<file path="src/rtl/axis_fifo_pkg.sv">
// Shared helpers for the AXIS pack FIFO: pointer/lane width functions and elaboration-time parameter checks.
// Used by axis_sync_fifo and axis_pack_fifo (optional tkeep support is selected with AXIS_TKEEP_EN).
`ifndef AXIS_FIFO_PKG_SV
`define AXIS_FIFO_PKG_SV

// Elaboration-time guard: instantiates a failing generate block when cond is false.
`define AXIS_FIFO_CHECK(label, cond, msg) if (!(cond)) begin : label $error(msg); end

package axis_fifo_pkg;

    function automatic int ptr_w(input int depth);
        return $clog2(depth) + 1;
    endfunction

    function automatic int lane_w(input int ratio);
        return $clog2(ratio) + 1;
    endfunction

    function automatic bit is_pow2(input int v);
        return (v >= 1) && ((v & (v - 1)) == 0);
    endfunction

endpackage

`endif

</file>
<file path="src/rtl/axis_sync_fifo.sv">
// Generic synchronous show-ahead FIFO with wrap-bit pointers; the head entry is held in a
// registered read port and is valid whenever the FIFO is not empty.
module axis_sync_fifo
    import axis_fifo_pkg::*;
#(
    parameter int WIDTH = 8,
    parameter int DEPTH = 16
) (
    input  logic                     clk,
    input  logic                     rst,
    input  logic                     push,
    input  logic                     pop,
    input  logic [WIDTH-1:0]         wdata,
    output logic [WIDTH-1:0]         rdata,
    output logic                     full,
    output logic                     empty,
    output logic [$clog2(DEPTH):0]   count
);

    localparam int IDX_W = $clog2(DEPTH);
    localparam int PTR_W = ptr_w(DEPTH);

    logic [WIDTH-1:0] r_mem [DEPTH];
    logic [WIDTH-1:0] r_rdata;
    logic [PTR_W-1:0] r_wr_ptr;
    logic [PTR_W-1:0] r_rd_ptr;
    logic [PTR_W-1:0] w_rd_next;
    logic             w_push;
    logic             w_pop;

    assign empty = (r_wr_ptr == r_rd_ptr);
    assign full  = (r_wr_ptr[IDX_W-1:0] == r_rd_ptr[IDX_W-1:0]) &&
                   (r_wr_ptr[IDX_W] != r_rd_ptr[IDX_W]);
    assign count = r_wr_ptr - r_rd_ptr;

    assign w_push    = push && !full;
    assign w_pop     = pop && !empty;
    assign w_rd_next = r_rd_ptr + PTR_W'(w_pop);
    assign rdata     = r_rdata;

    always_ff @(posedge clk) begin
        if (w_push) begin
            r_mem[r_wr_ptr[IDX_W-1:0]] <= wdata;
        end
    end

    // Prefetch the entry that will be at the head after this edge; a word written into
    // that very slot this cycle is forwarded so an empty FIFO shows it one edge later.
    always_ff @(posedge clk) begin
        if (rst) begin
            r_rdata <= '0;
        end else if (w_push && (r_wr_ptr[IDX_W-1:0] == w_rd_next[IDX_W-1:0])) begin
            r_rdata <= wdata;
        end else begin
            r_rdata <= r_mem[w_rd_next[IDX_W-1:0]];
        end
    end

    always_ff @(posedge clk) begin
        if (rst) begin
            r_wr_ptr <= '0;
            r_rd_ptr <= '0;
        end else begin
            if (w_push) begin
                r_wr_ptr <= r_wr_ptr + PTR_W'(1);
            end
            r_rd_ptr <= w_rd_next;
        end
    end

endmodule

</file>
<file path="src/rtl/axis_pack_fifo.sv">
// AXIS FIFO from a narrow TLAST-less sample stream to a wide DMA stream: packs samples into
// beats and closes every frame of FRAME_LEN samples with TLAST. AXIS_TKEEP_EN adds m_axis_tkeep.
module axis_pack_fifo
    import axis_fifo_pkg::*;
#(
    parameter int DEPTH          = 16,
    parameter int IN_DATA_WIDTH  = 8,
    parameter int OUT_DATA_WIDTH = 32,
    parameter int PACK_MODE      = 1,
    parameter int FRAME_LEN      = 10
) (
    input  logic                        clk,
    input  logic                        rst,
    input  logic                        s_axis_tvalid,
    input  logic [IN_DATA_WIDTH-1:0]    s_axis_tdata,
    output logic                        s_axis_tready,
    output logic                        m_axis_tvalid,
    output logic [OUT_DATA_WIDTH-1:0]   m_axis_tdata,
    output logic                        m_axis_tlast,
    input  logic                        m_axis_tready,
`ifdef AXIS_TKEEP_EN
    output logic [OUT_DATA_WIDTH/8-1:0] m_axis_tkeep,
`endif
    output logic [$clog2(DEPTH):0]      fill_level
);

    localparam int RATIO   = OUT_DATA_WIDTH / IN_DATA_WIDTH;
    localparam bit PACKING = (PACK_MODE != 0) && (RATIO > 1);
    localparam int LANE_W  = lane_w(RATIO);
    localparam int FRAME_W = (FRAME_LEN > 1) ? $clog2(FRAME_LEN) : 1;
`ifdef AXIS_TKEEP_EN
    localparam int ENTRY_W = 1 + LANE_W + OUT_DATA_WIDTH;
`else
    localparam int ENTRY_W = 1 + OUT_DATA_WIDTH;
`endif

    typedef logic [LANE_W-1:0] lane_cnt_t;

    `AXIS_FIFO_CHECK(g_chk_ratio, (OUT_DATA_WIDTH >= IN_DATA_WIDTH) && (OUT_DATA_WIDTH % IN_DATA_WIDTH == 0),
                     "axis_pack_fifo: OUT_DATA_WIDTH must be a multiple of IN_DATA_WIDTH")
    `AXIS_FIFO_CHECK(g_chk_depth, is_pow2(DEPTH) && (DEPTH >= 2),
                     "axis_pack_fifo: DEPTH must be a power of two >= 2")
    `AXIS_FIFO_CHECK(g_chk_frame, FRAME_LEN >= 1,
                     "axis_pack_fifo: FRAME_LEN must be >= 1")
`ifdef AXIS_TKEEP_EN
    `AXIS_FIFO_CHECK(g_chk_keep, IN_DATA_WIDTH % 8 == 0,
                     "axis_pack_fifo: tkeep needs IN_DATA_WIDTH to be a multiple of 8")
`endif

    lane_cnt_t                 r_lane_cnt;
    logic [FRAME_W-1:0]        r_frame_cnt;
    logic [OUT_DATA_WIDTH-1:0] r_pack;
    logic [OUT_DATA_WIDTH-1:0] w_word;
    logic [ENTRY_W-1:0]        w_wdata;
    logic [ENTRY_W-1:0]        w_rdata;
    logic                      w_full;
    logic                      w_empty;
    logic                      w_accept;
    logic                      w_frame_last;
    logic                      w_push_word;

    assign s_axis_tready = !w_full;
    assign w_accept      = s_axis_tvalid && !w_full;
    assign w_frame_last  = (r_frame_cnt == FRAME_W'(FRAME_LEN - 1));
    assign w_push_word   = w_accept &&
                           (!PACKING || (r_lane_cnt == lane_cnt_t'(RATIO - 1)) || w_frame_last);

    // Without packing r_lane_cnt stays 0 and r_pack stays 0, so the same lane mux zero-extends.
    for (genvar gi = 0; gi < RATIO; gi++) begin : g_lane
        assign w_word[gi*IN_DATA_WIDTH +: IN_DATA_WIDTH] =
            (r_lane_cnt == lane_cnt_t'(gi)) ? s_axis_tdata
                                            : r_pack[gi*IN_DATA_WIDTH +: IN_DATA_WIDTH];
    end

    always_ff @(posedge clk) begin
        if (rst) begin
            r_lane_cnt  <= '0;
            r_frame_cnt <= '0;
            r_pack      <= '0;
        end else if (w_accept) begin
            r_frame_cnt <= w_frame_last ? '0 : r_frame_cnt + FRAME_W'(1);
            if (w_push_word) begin
                r_lane_cnt <= '0;
                r_pack     <= '0;
            end else begin
                r_lane_cnt <= r_lane_cnt + lane_cnt_t'(1);
                r_pack     <= w_word;
            end
        end
    end

`ifdef AXIS_TKEEP_EN
    assign w_wdata = {w_frame_last, r_lane_cnt + lane_cnt_t'(1), w_word};
`else
    assign w_wdata = {w_frame_last, w_word};
`endif

    axis_sync_fifo #(
        .WIDTH (ENTRY_W),
        .DEPTH (DEPTH)
    ) u_fifo (
        .clk   (clk),
        .rst   (rst),
        .push  (w_push_word),
        .pop   (m_axis_tready),
        .wdata (w_wdata),
        .rdata (w_rdata),
        .full  (w_full),
        .empty (w_empty),
        .count (fill_level)
    );

    assign m_axis_tvalid = !w_empty;
    assign m_axis_tdata  = w_rdata[OUT_DATA_WIDTH-1:0];
    assign m_axis_tlast  = w_rdata[ENTRY_W-1];

`ifdef AXIS_TKEEP_EN
    lane_cnt_t w_head_lanes;
    assign w_head_lanes = w_rdata[OUT_DATA_WIDTH +: LANE_W];

    // A byte is kept when its lane index is below the number of filled lanes.
    for (genvar gi = 0; gi < OUT_DATA_WIDTH / 8; gi++) begin : g_keep
        assign m_axis_tkeep[gi] = (w_head_lanes > lane_cnt_t'(gi / (IN_DATA_WIDTH / 8)));
    end
`endif

endmodule
</file>
<file path="config.mk">
export PLATFORM = sky130hd
export DESIGN_NAME = axis_pack_fifo
export DESIGN_NICKNAME = d
export VERILOG_FILES = /design/src/rtl/axis_fifo_pkg.sv /design/src/rtl/axis_sync_fifo.sv /design/src/rtl/axis_pack_fifo.sv
export SDC_FILE = /design/constraint.sdc
export NUM_CORES = 1
export LEC_CHECK = 0
export ABC_AREA = 1
export CAP_MARGIN = 20
export CORE_MARGIN = 2
export CORE_UTILIZATION = 65
export CTS_CLUSTER_SIZE = 14
export DETAILED_ROUTE_END_ITERATION = 10
export GPL_ROUTABILITY_DRIVEN = 0
export PLACE_DENSITY_LB_ADDON = 0.12
export SYNTH_ARGS = -nofsm -noshare
export SYNTH_HDL_FRONTEND = slang
export SYNTH_SLANG_ARGS = --single-unit
</file>
<file path="constraint.sdc">
create_clock -name clk -period 10.44 [get_ports clk]
set_clock_uncertainty 0.15 [all_clocks]
set_input_delay 1.566 -clock clk [delete_from_list [all_inputs] [get_ports clk]]
set_output_delay 1.566 -clock clk [all_outputs]
set_load 0.05 [all_outputs]
</file>
==> metrics.cfg <==
[yosys]
synth_common_cells=785 x nand2_1, 528 x edfxtp_1, 438 x nand3_1
syn_inst=2320
yosysMostFrequentCell=nand2_1
yosys_most_used_dff=edfxtp_1
synthesis.area_um2=25400
synth_area_leader_cell=edfxtp_1
synthSimpleGateAreaFrac_pct=23.6
synth_warnings=0
avgSynthCellArea_um2=10.9
ys_seq_area_share_pct=69.0
synth_top_family_by_area=simple AND/OR/NAND/NOR gates
synth_edf_count=528
syn_nets=2348
ys_top_cells_by_area=edfxtp_1 62%, nand2_1 12%, nand3_1 8.6%
synth_compound_area_share_pct=2.31
synth_cell_types=32
synth_fa_ha_area_share_pct=0.819
synth-xor-area-share_pct=0.104
muxShareOfSynthArea_pct=0
async_flop_share_pct=0
yosysTopAreaCellShare_pct=62.5
ys_ff_latch=610

[clock_tree]
cts_buffers=58
postCtsHoldBufs=0
clock_latency_ps=620
cts_resized=0
h-tree-depth=2
cts_root_buf=clkbuf_16
clkSlewWorstSetupHoldPaths_ps=60
clockBufferDepth=3
postCtsSetupBuffers=0
cts.sinks=610
cts_tree=done

[worst_setup_path]
rr_worst_depth=16
cp-start-kind=primary input
crit_cells=13
timing.critical_path.slowest_stage_cell=buf_4
crit_arrival_ps=5330
crit_family=buffers and inverters
critPathMostFrequentCell=nand2_1
cp_num_buf_inv=3
crit_chain=clkdlybuf4s50_1 -> a21boi_0 -> ha_4 -> inv_6 -> buf_4 -> nand2_1 -> nand3_1 -> nand3_1 -> nand2_1 -> nand2_1 -> nand2_1 -> nor2_1 -> nor2_2
critical_path.max_fanout=98
critPathRequiredTime_ps=10830
path_class=primary input to flop
cpPeakStageDelay_ps=950
worst_setup_path_end_kind=flop

[final_layout]
area_growth_pct=10.5
nFillCells=2664
drive_gt1_share_pct=9.01
nNetsFinal=2355

[routing]
drc=0
wirelength_um=66500
dr.pass1.iters=6
avgRoutedWirePerCell_um=23.0
vias=17433
drt_iter0_markers=2088
via_per_inst=6.02
ant_nets=0

[global_routing]
overflow=0
grt_pass1_vias=16898
grt_pass1_wl_um=100000
track_usage_pct=33.2
grt_max_degree=99
antenna_found_initial=0

[sta]
min_period_ps=4940
max_freq_mhz=203
rsz0062_at_grt=no
report.final.slew_viol_count=0
fin_ws_ps=5500
relSlewSlack_pct=24.5
finalHoldViolCount=0
setup_violations=0
worst_pin_slew_ps=1130
final.period_utilization_pct=47.3
finalSetupTns_ps=0

[job]
maxCapViolCount=0

[pwr]
clkPwrFrac_pct=38.5
p_leak_nw=10.5
swShare_pct=24.0
cell_internal_pwr_mw=4.02
p_seq_share_pct=52.0
pwr-share-comb_pct=9.5
p_per_area_nw_per_um2=189
peakVddDrop_uv=166
switchingPower_mw=1.27

[floorplanning]
fp-row-count=72
start_util_pct=65.8
boundaryPins=52
die_area_um2=40600
die_y_um=202
die_w_um=202
core_area_um2=38600

[hold_path]
hold_class=flop to flop
whs_path_depth=2

[outcome]
status=complete, no violations

[placement]
portBuffers=51
post-place-ws_ps=4980
dpl.hpwl_um=33300

## logic make-up after synthesis
| group | after synthesis |
|---|---|
| AND/OR/NAND/NOR | 1386 |
| XOR/XNOR | 3 |
| AO/OA/AOI/OAI | 84 |
| adder cells (fa/ha/maj) | 16 |
| buffers and inverters | 221 |
| flip-flops | 610 |
## worst min-delay path, stage by stage (launching register included)
cell     delay (ps)
dfxtp_1         320
inv_1            60
nor2_1           50
## metrics by stage
step                instances  power (mW)  utilization [%]  hold slack, ps  instance area [µm²]
floorplan                2320        3.15                -             255                25400
global placement         2782        3.28             67.8             263                26100
detailed placement       2783        3.29             67.8             306                26200
CTS                      2891        5.29             72.6             317                28000
global route             2893        5.44             72.7             333                28000
finish                   2894        5.29             72.7             320                28000
## layout by cell type, fill, tap and decap left out, types with 9 or more instances in the layout
cell type / instances
clkinv_1: 16
o21ai_0: 41
clkdlybuf4s50_1: 51
nor2_4: 19
clkinv_2: 10
edfxtp_1: 528
nor2_2: 32
ha_1: 13
a211oi_2: 16
clkbuf_16: 61
clkbuf_1: 11
inv_1: 77
nand2_2: 10
nor2_1: 82
nand2_1: 785
nand3_1: 438
a211oi_1: 17
a21oi_1: 9
buf_4: 30
dfxtp_1: 82
## worst paths after layout
kind	from	end	slack, ps
setup / recovery	m_axis_tready	u_fifo.rdata[16]$_SDFF_PP0_	5500
hold / removal	r_pack[31]$_SDFFE_PP0P_	r_pack[31]$_SDFFE_PP0P_	320
setup reg to reg	u_fifo.r_wr_ptr[0]$_SDFFE_PP0P_	u_fifo.rdata[16]$_SDFF_PP0_	5810
hold reg to reg	r_pack[31]$_SDFFE_PP0P_	r_pack[31]$_SDFFE_PP0P_	320
## flip-flops by register name, summed over array words and instances, names as in the netlist
name / count
u_fifo.r_mem: 528
u_fifo.rdata: 33
r_pack: 32
u_fifo.r_rd_ptr: 5
u_fifo.r_wr_ptr: 5
r_frame_cnt: 4
r_lane_cnt: 3
## area by class of cell
class | count | area, µm² | area share [%]
Clock inverter | 32 | 223 | 0.794
Timing Repair Buffer | 83 | 776 | 2.77
Sequential cell | 610 | 17500 | 62.4
Inverter | 85 | 327 | 1.16
Antenna cell | 1 | 2.50 | 0.00893
Clock buffer | 76 | 1620 | 5.79
Multi-Input combinational cell | 1489 | 6940 | 24.8
Tap cell | 518 | 648 | 2.31
## power by group through the flow
stage	registers (mW)	clock network, mW	logic, mW
after global placement	2.80	0	0.479
final	2.75	2.04	0.502
after detailed placement	2.80	0	0.492
after CTS	2.75	2.05	0.495
after global routing	2.75	2.14	0.554
after floorplan	2.83	0	0.322
## layer usage
layer | track usage, % | up-vias | share of wire (%)
li1 | - | 7936 | -
met5 | 0 | - | 0
met4 | 15.0 | 0 | 4.5
met1 | 44.6 | 8315 | 38
met2 | 54.5 | 984 | 48
met3 | 4.78 | 198 | 9.4
(Power assumes the default switching activity.)
==> patch 1 (config.mk and constraints unchanged) <==
The parameter `PACK_MODE` goes from 1 to 0.
--- a/src/rtl/axis_pack_fifo.sv
+++ b/src/rtl/axis_pack_fifo.sv
@@ -6,7 +6,7 @@
     parameter int DEPTH          = 16,
     parameter int IN_DATA_WIDTH  = 8,
     parameter int OUT_DATA_WIDTH = 32,
-    parameter int PACK_MODE      = 1,
+    parameter int PACK_MODE      = 0,
     parameter int FRAME_LEN      = 10
 ) (
     input  logic                        clk,
Check against the original RTL: not equivalent (Yosys sat finds a counterexample within 4 cycles, from zero or initial values and one cycle with rst high).
==> patch 1 against the unedited design <==
- count of clock-buffer cells in the layout is 53 lower
- cell area is 69% lower
- total power decreased by 64%
- register-to-register slack improved by 0.67 ns
- setup slack better by 0.34 ns
- combinational power increased by 2%
- critical endpoint is now fill_level[4]
- non-clock buffer count down 52
- final cell count shrank 66%
- sequential cell count shrank 443
- die area decreased by 68%
- synthesized cell count down 65%
- routed wire length fell by 74%
- synthesized area shrank 69%
- largest power group unchanged
- critical path depth shrank 7
==> patch 1: results (changes against the unedited design) <==
Run status:
- The flow ran to the end, and the final reports show no timing, DRC or antenna violations.

Pwr:
- The combinational-cell power consumption was 0.510 mW (+2%).
- The static leakage is 3.78 nW (-64%).
- The switching power share of the total was 32.9% (+8.9 points).
- The power in the clock group came to 0.619 mW (-70%).

Yosys:
- The distinct cell type count of the synthesized netlist is 31 (-3.1%).
- After synthesis, the cell types taking the most area are edfxtp_1 55%, nand2_1 11%, nand3_1 7.8%.
- The number of synthesized flops with an enable pin is 144 (-73%).
- The sequential-to-total area share from yosys stat was 61.2% (-7.8 points).
- The synthesized area per cell came to 9.58 um2 (-12%).

Worst setup path:
- The worst reg2reg path depth is 17 (+1).
- The source of the critical timing path is u_fifo.r_wr_ptr[0].
- Among all stages on the critical path, the largest delay is contributed by clkdlybuf4s50_1.
- In this run the critical register-to-register path is captured at u_fifo.rdata[7].
- The critical-path maximum fanout is 6 (-94%).
- The startpoint of the most critical register-to-register path is u_fifo.r_rd_ptr[2].
- The reg2reg setup slack is 6.48 ns (+0.67 ns).

Timing:
- The transition time of the tightest slew-check pin is 0.999 ns (-0.129 ns).
- The smallest hold slack is 0.346 ns (+0.0255 ns).

Clock tree:
- The later-pin clock latency in the skew report is 0.43 ns (-0.19 ns).
- The worst-case clock buffer depth came to 2 (-1).
- The number of H-tree branching levels is 4 (+2).

Final layout:
- The fraction of final layout cells with drive strength greater than 1 is 6.85% (-2.2 points).
- The final cell count without fillers came to 994 (-66%).
- The final-layout fill cell count was 835 (-69%).
- The flip-flop count of the largest register, all copies and words added is 144 (-73%).

Route:
- The total wire length after detailed routing is 17.4 mm (-74%).
- The number of vias in the routed layout is 5411 (-69%).

Place:
- The placed wire-length estimate is 10.9 mm (-67%).
- The count of port buffers added during placement was 27 (-47%).
- The instance area at placement came to 8070 um2 (-69%).

GRT:
- The via count of the first global-routing pass came to 5017 (-70%).
-- patch 1: cell count changes after synthesis, moves of 8 or more --
cell and delta:
a211oi_1 -17, a211oi_2 -16, buf_2 -61, buf_4 +10, clkbuf_1 -17, dfxtp_1 -59
edfxtp_1 -384, inv_1 +56, nand2_1 -554, nand3_1 -316, nor2_1 -54, nor2_2 -30
o21ai_0 -36, or2_2 -8
-- patch 1: layout make-up --
| class | count | area (um2) | area share, % |
|---|---|---|---|
| clock buffer | 23 | 488 | 5.64 |
| clock inverter | 9 | 98.8 | 1.14 |
| inverter | 139 | 527 | 6.09 |
| multi-input combinational | 478 | 2240 | 25.9 |
| sequential | 167 | 4780 | 55.3 |
| tap | 147 | 184 | 2.12 |
| timing repair buffer | 31 | 333 | 3.85 |
-- patch 1: metal layers --
| metal | track usage, % | vias up | share of wire, % |
|---|---|---|---|
| met3 | 5.47 | 41 | 7.4 |
| met1 | 39.9 | 2528 | 41 |
| li1 | - | 2598 | - |
| met5 | 0 | - | 0 |
| met4 | 12.0 | 0 | 2.9 |
| met2 | 45.3 | 244 | 49 |
-- patch 1: through the flow --
| stage | setup slack [ns] | total power [mW] |
|---|---|---|
| detailed placement | 5.68 | 1.28 |
| floorplan | 6.67 | 1.14 |
| global route | 5.68 | 1.96 |
| global placement | 5.43 | 1.26 |
| CTS | 5.84 | 1.88 |
| finish | 5.84 | 1.88 |
-- patch 1: cell families (layout without fill, tap and decap cells) --
family                   Yosys count  in the layout  share of synthesized area [%]
AO/OA/AOI/OAI                     21             21                           1.38
XOR/XNOR                           3              3                          0.336
adder cells (fa/ha/maj)           11             11                           1.86
buffers and inverters            194            202                           11.3
flip-flops                       167            167                           61.2
other                              1             24                         0.0480
AND/OR/NAND/NOR                  419            419                           23.9
==> patch 2 (config.mk and constraints unchanged) <==
Without the edit above. Put a register stage on the output `fill_level`, without a reset. The value now appears one clock later. The other outputs are not delayed to match.
--- a/src/rtl/axis_pack_fifo.sv
+++ b/src/rtl/axis_pack_fifo.sv
@@ -35,6 +35,8 @@
 `endif
 
     typedef logic [LANE_W-1:0] lane_cnt_t;
+
+    logic [$clog2(DEPTH):0] fill_level_d;
 
     `AXIS_FIFO_CHECK(g_chk_ratio, (OUT_DATA_WIDTH >= IN_DATA_WIDTH) && (OUT_DATA_WIDTH % IN_DATA_WIDTH == 0),
                      "axis_pack_fifo: OUT_DATA_WIDTH must be a multiple of IN_DATA_WIDTH")
@@ -107,7 +109,7 @@
         .rdata (w_rdata),
         .full  (w_full),
         .empty (w_empty),
-        .count (fill_level)
+        .count (fill_level_d)
     );
 
     assign m_axis_tvalid = !w_empty;
@@ -124,4 +126,8 @@
     end
 `endif
 
+    always_ff @(posedge clk) begin
+        fill_level <= fill_level_d;
+    end
+
 endmodule
Behaviour: not the same (a bounded check fails within 10 cycles, from zero or initial values and one cycle with rst high).
==> patch 2 against the unedited design <==
- clock power rose by 2%
- cell area rose by 0.29%
- sequential cell count rose by 5
- setup slack got worse by 0.31 ns
- routed wire length fell by 3.5%
- hold slack got worse by 0.043 ns
- count of clock-buffer cells in the layout rose by 14
- synthesized area rose by 0.12%
- total power rose by 1.1%
- critical path depth did not move
- critical path type unchanged
- highest routed layer is now met5
==> patch 2: results (changes against the unedited design) <==
Place:
- The worst setup slack after placement is 4.75 ns (-0.233 ns).
- The number of placed cells counting well taps was 2789 (+0.22%).
- The placed wire-length estimate is 31.6 mm (-5.1%).

Worst setup path:
- The capture point of the critical path is u_fifo.rdata[29].
- The reg2reg setup slack is 5.50 ns (-0.31 ns).
- The critical-path maximum fanout is 62 (-37%).
- The data arrival time of the critical path was 5.60 ns (+0.27 ns).
- The cell with the largest stage delay on the worst path is nor2_4.
- Grouping stages by cell kind, the critical path spends the most delay in simple AND/OR/NAND/NOR gates.
- The stage delay of the slowest cell on the critical path is 0.90 ns (-0.05 ns).

Final layout:
- The count of nets after finishing is 2360 (+0.21%).
- The fraction of area in multi-input gates is 24.5% (-0.29 points).
- The synthesis-to-finish area growth is 10.7%.
- The share of final layout cell area taken by non-clock buffers was 2.68% (-0.088 points).
- The number of antenna cells inserted was 4 (+3).
- The clock network area share is 6.77% (+0.19 points).
- The multi-input combinational cell count is 1493 (+0.27%).
- The clock buffer count in the final layout is 90 (+18%).
- The total of plain and repair buffers excluding clock buffers is 79 (-4.8%).
- The total area of sequential cells is 17600 um2 (+0.57%).
- The count of inverters not on the clock network in the layout is 85 (unchanged).
- The area of the multi-input gates is 6880 um2 (-0.88%).
- The final cell count without fillers is 2904 (+0.35%).

GRT:
- The met1 track demand over resource was 43.8% (-0.89 points).
- The met3 usage in global routing is 4.60% (-0.18 points).
- The via count of the first global-routing pass is 16600 (-1.8%).
- The pin count of the biggest net entering global routing is 177 (+79%).
- The combined global-route utilization of all metal layers was 31.9% (-1.3 points).
- The initial antenna violation count is 1 (+1).
- The wire length of the first global-routing pass is 97.2 mm (-3.2%).
- The routing usage on met2 is 52.1% (-2.4 points).

Route:
- The routed wire length on met3 was 6.12 mm (-2.7%).
- The highest metal layer with signal wires is met5.
- The routed length on met2 is 31.0 mm (-3.4%).
- The number of vias per cell is 5.97 (-0.87%).
- The DRC marker count from the first detailed-route iteration was 1859 (-11%).
- The met1 wire length is 24.9 mm (-0.91%).

Yosys:
- The prevailing post-synth register cell is edfxtp_1.
- Ranked by total cell area, the synthesized netlist is headed by edfxtp_1 62%, nand2_1 12%, nand3_1 8.6%.
- Counting instances in the post-synthesis netlist gives the leading cell types as 788 x nand2_1, 528 x edfxtp_1, 437 x nand3_1.
- The sequential-to-total area share from yosys stat is 69.3% (+0.31 points).
- The complex-gate fraction of the synthesized area is 2.09% (-0.22 points).
- The synthesized area per cell is 10.9 um2 (-0.31%).
- The share of synthesized cell area in full adder, half adder and majority cells came to 0.818% (-0.00097 points).
- The number of synthesized register bits is 615 (+0.82%).
- The area share of xor/xnor cells in the synthesized design came to 0.103% (-0.00012 points).

Timing:
- The headroom to the max-slew limit was 21.0% (-3.5 points).
- The smallest hold slack is 0.278 ns (-0.0428 ns).
- The fmax came to 0.191 GHz (-5.8%).

Run status:
- The run finished with clean final reports.

Clock tree:
- The clock buffer count from CTS is 58 (unchanged).

Pwr:
- The maximum vdd ir drop is 0.149 mV (-11%).
[patch 2: cell count changes after synthesis, sizes merged]
cell | unedited run | this run
a21oi | 9 | 10
nand3 | 440 | 438
buf | 115 | 119
dfxtp | 82 | 87
clkbuf | 21 | 18
nand2 | 797 | 802
[patch 2: power breakdown]
part	internal [mW]	total, mW	switching, mW	leakage [nW]
Sequential	2.75	2.76	0.0158	5.49
Clock	1.20	2.08	0.885	0.923
Combinational	0.128	0.496	0.368	4.09
Total	4.07	5.34	1.27	10.5
[patch 2: metrics by stage]
| stage | power (mW) | util [%] |
|---|---|---|
| after CTS | 5.35 | 72.7 |
| after global placement | 3.29 | 67.7 |
| final | 5.34 | 72.8 |
| after detailed placement | 3.30 | 67.7 |
| after global routing | 5.50 | 72.7 |
| after floorplan | 3.17 | - |
